`config.mk`:
```
export PLATFORM = sky130hd
export DESIGN_NAME = led_pwm_axi_ctrl
export DESIGN_NICKNAME = d
export VERILOG_FILES = /design/src/rtl/led_ctrl_pkg.sv /design/src/rtl/led_pwm_channel.sv /design/src/rtl/led_pwm_axi_ctrl.sv
export SDC_FILE = /design/constraint.sdc
export NUM_CORES = 1
export LEC_CHECK = 0
export ABC_AREA = 1
export ABC_CLOCK_PERIOD_IN_PS = 3300
export CAP_MARGIN = 0
export CORE_MARGIN = 4
export CORE_UTILIZATION = 30
export DETAILED_ROUTE_END_ITERATION = 8
export PLACE_DENSITY = 0.47
export SYNTH_ARGS = -nofsm -noshare
export SYNTH_HDL_FRONTEND = slang
export SYNTH_SLANG_ARGS = --single-unit
```
`constraint.sdc`:
```
create_clock -name ACLK -period 3.3 [get_ports ACLK]
set_clock_uncertainty 0.1 [all_clocks]
set_input_delay 0.495 -clock ACLK [delete_from_list [all_inputs] [get_ports ACLK]]
set_output_delay 0.495 -clock ACLK [all_outputs]
set_load 0.02 [all_outputs]
```
`src/rtl/led_ctrl_pkg.sv`:
```
// led_ctrl_pkg: register map, AXI response codes, FSM states and byte-strobe merge for led_pwm_axi_ctrl
package led_ctrl_pkg;
    localparam int ADDR_CTRL     = 'h00;
    localparam int ADDR_STATUS   = 'h04;
    localparam int ADDR_PRESCALE = 'h08;
    localparam int ADDR_BLINK    = 'h0C;
    localparam int ADDR_DUTY0    = 'h10;
    localparam logic [1:0] RESP_OKAY   = 2'b00;
    localparam logic [1:0] RESP_SLVERR = 2'b10;
    typedef enum logic {W_IDLE, W_RESP} wr_state_t;
    typedef enum logic {R_IDLE, R_DATA} rd_state_t;
    function automatic logic [31:0] apply_strb(input logic [31:0] cur, input logic [31:0] wdata, input logic [3:0] strb);
        logic [31:0] r;
        for (int b = 0; b < 4; b++) r[8*b +: 8] = strb[b] ? wdata[8*b +: 8] : cur[8*b +: 8];
        return r;
    endfunction
endpackage

```
`src/rtl/led_pwm_channel.sv`:
```
// led_pwm_channel: period-boundary duty shadowing and registered PWM compare for one LED
module led_pwm_channel #(
    parameter int PWM_WIDTH = 8
) (
    input  logic                 clk,
    input  logic                 rst_n,
    input  logic [PWM_WIDTH-1:0] shadow_duty,
    input  logic [PWM_WIDTH-1:0] pwm_cnt,
    input  logic                 wrap,
    input  logic                 en,
    input  logic                 blink_gate,
    output logic                 led
);
    logic [PWM_WIDTH-1:0] active_duty;
    always_ff @(posedge clk) begin
        if (!rst_n) begin
            active_duty <= '0;
            led         <= 1'b0;
        end else begin
            if (!en || wrap) active_duty <= shadow_duty;
            led <= en && blink_gate && (&active_duty || pwm_cnt < active_duty);
        end
    end
endmodule

```
`src/rtl/led_pwm_axi_ctrl.sv`:
```
// led_pwm_axi_ctrl: AXI4-Lite multi-channel PWM LED controller; define LED_BLINK_EN to add per-channel blinking
module led_pwm_axi_ctrl import led_ctrl_pkg::*; #(
    parameter int          NUM_LEDS           = 4,
    parameter int          PWM_WIDTH          = 8,
    parameter int          C_S_AXI_DATA_WIDTH = 32,
    parameter int          C_S_AXI_ADDR_WIDTH = 7,
    parameter logic [15:0] PRESCALE_RST       = '0
) (
    input  logic                            ACLK,
    input  logic                            ARESETN,
    input  logic [C_S_AXI_ADDR_WIDTH-1:0]   S_AXI_AWADDR,
    input  logic                            S_AXI_AWVALID,
    output logic                            S_AXI_AWREADY,
    input  logic [C_S_AXI_DATA_WIDTH-1:0]   S_AXI_WDATA,
    input  logic [C_S_AXI_DATA_WIDTH/8-1:0] S_AXI_WSTRB,
    input  logic                            S_AXI_WVALID,
    output logic                            S_AXI_WREADY,
    output logic [1:0]                      S_AXI_BRESP,
    output logic                            S_AXI_BVALID,
    input  logic                            S_AXI_BREADY,
    input  logic [C_S_AXI_ADDR_WIDTH-1:0]   S_AXI_ARADDR,
    input  logic                            S_AXI_ARVALID,
    output logic                            S_AXI_ARREADY,
    output logic [C_S_AXI_DATA_WIDTH-1:0]   S_AXI_RDATA,
    output logic [1:0]                      S_AXI_RRESP,
    output logic                            S_AXI_RVALID,
    input  logic                            S_AXI_RREADY,
    output logic [NUM_LEDS-1:0]             led_o
);
    wr_state_t            w_state;
    rd_state_t            r_state;
    logic                 ctrl_en;
    logic [15:0]          prescale, presc_cnt;
    logic [PWM_WIDTH-1:0] pwm_cnt;
    logic [PWM_WIDTH-1:0] duty_sh [NUM_LEDS];
    logic [31:0]          ctrl_word, blink_word, w_new;
    logic [32:0]          w_cur, r_cur;
    logic [NUM_LEDS-1:0]  gate;
    logic                 tick, wrap, w_fire, r_fire, w_err, unused_ok;
    int                   w_word, r_word;
`ifdef LED_BLINK_EN
    logic [3:0]           blink_div;
    logic [NUM_LEDS-1:0]  blink_mask;
    logic [7:0]           period_cnt;
    assign ctrl_word  = {24'b0, blink_div, 3'b0, ctrl_en};
    assign blink_word = 32'(blink_mask);
    assign gate       = ~blink_mask | {NUM_LEDS{!blink_div[3] && period_cnt[blink_div[2:0]]}};
`else
    assign ctrl_word  = {31'b0, ctrl_en};
    assign blink_word = '0;
    assign gate       = '1;
`endif
    // {decode_error, data}; shared by the read path and the write byte-merge
    function automatic logic [32:0] reg_rd(input int word);
        logic [32:0] r;
        r = {1'b1, 32'b0};
        if (word == ADDR_CTRL / 4) r = {1'b0, ctrl_word};
        else if (word == ADDR_STATUS / 4) r = {1'b0, 32'(led_o)};
        else if (word == ADDR_PRESCALE / 4) r = {17'b0, prescale};
        else if (word == ADDR_BLINK / 4) r = {1'b0, blink_word};
        else for (int i = 0; i < NUM_LEDS; i++) if (word == ADDR_DUTY0 / 4 + i) r = {1'b0, 32'(duty_sh[i])};
        return r;
    endfunction
    always_comb begin
        w_word = int'(S_AXI_AWADDR >> 2);
        r_word = int'(S_AXI_ARADDR >> 2);
        w_cur  = reg_rd(w_word);
        r_cur  = reg_rd(r_word);
        w_new  = apply_strb(w_cur[31:0], S_AXI_WDATA, S_AXI_WSTRB);
        w_err  = w_cur[32] || w_word == ADDR_STATUS / 4;
    end
    assign unused_ok = ^w_new;
    assign w_fire    = S_AXI_AWREADY && S_AXI_AWVALID && S_AXI_WVALID;
    assign r_fire    = S_AXI_ARREADY && S_AXI_ARVALID;
    assign tick      = presc_cnt >= prescale;
    assign wrap      = tick && &pwm_cnt;
    always_ff @(posedge ACLK) begin
        if (!ARESETN) begin
            w_state       <= W_IDLE;
            S_AXI_AWREADY <= 1'b0;
            S_AXI_WREADY  <= 1'b0;
            S_AXI_BVALID  <= 1'b0;
            S_AXI_BRESP   <= RESP_OKAY;
            ctrl_en       <= 1'b0;
            prescale      <= PRESCALE_RST;
            for (int i = 0; i < NUM_LEDS; i++) duty_sh[i] <= '0;
`ifdef LED_BLINK_EN
            blink_div     <= '0;
            blink_mask    <= '0;
`endif
        end else begin
            S_AXI_AWREADY <= w_state == W_IDLE && !S_AXI_AWREADY && S_AXI_AWVALID && S_AXI_WVALID;
            S_AXI_WREADY  <= w_state == W_IDLE && !S_AXI_AWREADY && S_AXI_AWVALID && S_AXI_WVALID;
            if (w_fire) begin
                w_state      <= W_RESP;
                S_AXI_BVALID <= 1'b1;
                S_AXI_BRESP  <= w_err ? RESP_SLVERR : RESP_OKAY;
            end else if (w_state == W_RESP && S_AXI_BREADY) begin
                w_state      <= W_IDLE;
                S_AXI_BVALID <= 1'b0;
            end
            if (w_fire && !w_err) begin
                if (w_word == ADDR_CTRL / 4) begin
                    ctrl_en <= w_new[0];
`ifdef LED_BLINK_EN
                    blink_div <= w_new[7:4];
`endif
                end
                if (w_word == ADDR_PRESCALE / 4) prescale <= w_new[15:0];
`ifdef LED_BLINK_EN
                if (w_word == ADDR_BLINK / 4) blink_mask <= w_new[NUM_LEDS-1:0];
`endif
                for (int i = 0; i < NUM_LEDS; i++) if (w_word == ADDR_DUTY0 / 4 + i) duty_sh[i] <= w_new[PWM_WIDTH-1:0];
            end
        end
    end
    always_ff @(posedge ACLK) begin
        if (!ARESETN) begin
            r_state       <= R_IDLE;
            S_AXI_ARREADY <= 1'b0;
            S_AXI_RVALID  <= 1'b0;
            S_AXI_RRESP   <= RESP_OKAY;
            S_AXI_RDATA   <= '0;
        end else begin
            S_AXI_ARREADY <= r_state == R_IDLE && !S_AXI_ARREADY && S_AXI_ARVALID;
            if (r_fire) begin
                r_state      <= R_DATA;
                S_AXI_RVALID <= 1'b1;
                S_AXI_RDATA  <= r_cur[31:0];
                S_AXI_RRESP  <= r_cur[32] ? RESP_SLVERR : RESP_OKAY;
            end else if (r_state == R_DATA && S_AXI_RREADY) begin
                r_state      <= R_IDLE;
                S_AXI_RVALID <= 1'b0;
            end
        end
    end
    // >= rather than == so a PRESCALE write below the running count ticks immediately
    always_ff @(posedge ACLK) begin
        if (!ARESETN || !ctrl_en) begin
            presc_cnt <= '0;
            pwm_cnt   <= '0;
`ifdef LED_BLINK_EN
            period_cnt <= '0;
`endif
        end else begin
            presc_cnt <= tick ? '0 : presc_cnt + 1'b1;
            if (tick) pwm_cnt <= pwm_cnt + 1'b1;
`ifdef LED_BLINK_EN
            if (wrap) period_cnt <= period_cnt + 1'b1;
`endif
        end
    end
    for (genvar i = 0; i < NUM_LEDS; i++) begin : g_ch
        led_pwm_channel #(.PWM_WIDTH(PWM_WIDTH)) u_ch (
            .clk        (ACLK),
            .rst_n      (ARESETN),
            .shadow_duty(duty_sh[i]),
            .pwm_cnt    (pwm_cnt),
            .wrap       (wrap),
            .en         (ctrl_en),
            .blink_gate (gate[i]),
            .led        (led_o[i])
        );
    end
endmodule

```
==> impl_metrics.env <==
export IMPL_ys_types=44
export IMPL_synthArstFlopShare=0
export IMPL_gp_congestion=0.887
export IMPL_cts_tree="yes"
export IMPL_grt_antenna_before_repair=0
export IMPL_hold_viol=0
export IMPL_yosysWarnings=0
export IMPL_grtUsageMet2=0.243
export IMPL_layout_setup_ws_ns=0.647
export IMPL_drtPass1Iterations=5
export IMPL_finalSetupViolations=0
export IMPL_slew_viol_final=0
export IMPL_synth_seq_cells=131
export IMPL_synth_edf_count=32
export IMPL_grt_max_degree=67
export IMPL_worst_setup_path_end_kind="flip-flop"
export IMPL_power_internal_mw=2.96
export IMPL_fill_cells=2628
export IMPL_slew_headroom=0.316
export IMPL_hp_class="flip-flop to flip-flop"
export IMPL_pwr_density_cell_mw_per_mm2=442
export IMPL_rows=57
export IMPL_grt_overflow_total=0
export IMPL_cts_max_level=4
export IMPL_post_cts_resized=0
export IMPL_power_leakage_nw=3.71
export IMPL_start_util=0.307
export IMPL_peakVddDrop_mv=0.312
export IMPL_worst_path_max_fanout=17
export IMPL_avgSynthCellArea_um2=7.38
export IMPL_wirelength_um=22900
export IMPL_fin_cells=1404
export IMPL_diodes=0
export IMPL_routedWlPerCell_um=16.3
export IMPL_clockBufferDepth=2
export IMPL_vias=6637
export IMPL_yosysMostFrequentCell="nand2_1"
export IMPL_place_hpwl_um=17100
export IMPL_cts_root_buf="clkbuf_16"
export IMPL_portBuffers=61
export IMPL_status="complete, no violations"
export IMPL_critPathRequiredTime_ns=3.55
export IMPL_worst_pin_slew_ns=1.02
export IMPL_critPathKind="flip-flop to flip-flop"
export IMPL_p_seq_frac=0.430
export IMPL_grt_busiest_layer="met2"
export IMPL_insertion_delay_ns=0.42
export IMPL_maxCapViolations=0
export IMPL_syn_area_mm2=0.00748
export IMPL_drc=0
export IMPL_comb_power_share=0.067
export IMPL_cts_sinks=131
export IMPL_grt_met1_usage=0.242
export IMPL_yosys_area_top_type="dfxtp_1"
export IMPL_place_inst=1372
export IMPL_drt_iter0_drc=568
export IMPL_area_growth_pct=19.6
export IMPL_fmax_mhz=377
export IMPL_layout_nets=1170
export IMPL_synthFlopType="dfxtp_1"
export IMPL_clkPwrFrac=0.503
export IMPL_final_antenna_net_count=0
export IMPL_die_h_um=166
export IMPL_grt_use_met3=0.0357
export IMPL_synthTopCellsByArea="dfxtp_1 27%, edfxtp_1 13%, nand2_1 11%"
export IMPL_ys_seq_area_frac=0.394
export IMPL_cts_buffers=17
export IMPL_r2r_cells=9
export IMPL_fin_crit_ns=2.65
export IMPL_drive_gt1_frac=0.0880
export IMPL_die_area_mm2=0.0275
export IMPL_grt_first_pass_wirelength_um=35500
export IMPL_holdBufCountCts=0
export IMPL_dp_slack_ns=0.588
export IMPL_routed_via_density=4.73
export IMPL_cp_start_kind="flip-flop"
export IMPL_synth_top_area_share=0.265
export IMPL_power_switching_mw=0.983
export IMPL_synth_commonest_cells="216 x nand2_1, 143 x a21oi_1, 115 x inv_1"
export IMPL_grt_usage=0.165
export IMPL_fin_setup_tns_ns=0
export IMPL_core_region_area_mm2=0.0244
export IMPL_clkTransAtPathRegs_ns=0.07
export IMPL_syn_inst=1013
export IMPL_critPathArrivalTime_ns=2.90
export IMPL_grt_pass1_vias=6129
export IMPL_swShare=0.249
export IMPL_whs_path_depth=1
export IMPL_die_width_um=166
export IMPL_io_pins=102
export IMPL_post_cts_setup_buffer_count=0
export IMPL_rsz0062_at_grt="false"
export IMPL_period_share=0.804
[logic make-up (layout without fill, tap and decap cells)]
logic type	after synthesis	after routing	synth area share
xor gates and xnor gates	11	11	0.0129
AOI/OAI and AO/OA	193	193	0.135
other	1	18	0.000502
and+or+nand+nor	451	451	0.275
buffers and inverters	180	230	0.106
DFF	131	131	0.394
adders and majority gates	46	46	0.0770
[power groups by stage]
stage               Combinational [mW]  Clock (mW)  Sequential (mW)
floorplan                        0.170           0             1.72
global placement                 0.263           0             1.73
detailed placement               0.263           0             1.73
CTS                              0.265        2.03             1.70
global route                     0.291        2.11             1.70
finish                           0.265        1.99             1.70
[worst paths after layout]
check | from | endpoint | slack [ns]
max reg2reg | prescale[11] | presc_cnt[10] | 0.65
min reg2reg | w_state | S_AXI_WREADY | 0.35
max | prescale[11] | presc_cnt[10] | 0.65
min | w_state | S_AXI_WREADY | 0.35
[stage by stage]
step / instance area, um^2 / total power, mW / hold WS, ns / util
after floorplan: 7540 / 1.89 / 0.329 / -
after global placement: 8340 / 1.99 / 0.334 / 0.342
after detailed placement: 8340 / 1.99 / 0.339 / 0.342
after CTS: 8940 / 3.99 / 0.348 / 0.367
after global routing: 8940 / 4.10 / 0.375 / 0.367
final: 8940 / 3.95 / 0.346 / 0.367
[worst max-delay path, stage by stage, from the launching register on]
cell	delay [ns]
dfxtp_1	0.38
inv_1	0.07
ha_1	0.32
a21oi_1	0.15
o21ai_0	0.09
a21oi_1	0.19
nand3_2	0.36
inv_1	0.30
nand2_2	0.32
nor3b_1	0.26
[flip-flops by register name, indices dropped and copies added, names as in the netlist, 4 cells and up]
signal and count:
g_ch.u_ch.led 4, S_AXI_RDATA 16, prescale 16, duty_sh 32, g_ch.u_ch.active_duty 32, presc_cnt 16
pwm_cnt 8
[layer usage]
| layer | share of wire | vias up |
|---|---|---|
| li1 | - | 3407 |
| met1 | 0.51 | 3056 |
| met2 | 0.43 | 153 |
| met3 | 0.045 | 21 |
| met4 | 0.016 | 0 |
| met5 | 0 | - |
[cell usage in the layout, fill, tap and decap left out, types with 9 or more instances in the layout]
master             n
inv_1            115
nand2_1          216
edfxtp_1          32
conb_1            18
nand4_1           11
o21ai_0           35
nor2_1            90
nand2_2           13
clkdlybuf4s50_1   60
nand3_1           75
ha_1              46
inv_2              9
clkbuf_16         17
buf_4             11
dfxtp_1           98
a21oi_1          143
nor4_1            10
[layout make-up]
class,instances,area (um^2),area share
Timing Repair Buffer,73,708,0.0792
Inverter,125,472,0.0528
Sequential cell,131,2940,0.329
Tap cell,324,405,0.0453
Clock inverter,14,175,0.0196
Clock buffer,18,429,0.0480
Multi-Input combinational cell,719,3810,0.426
Power figures use the tool's default switching activity.
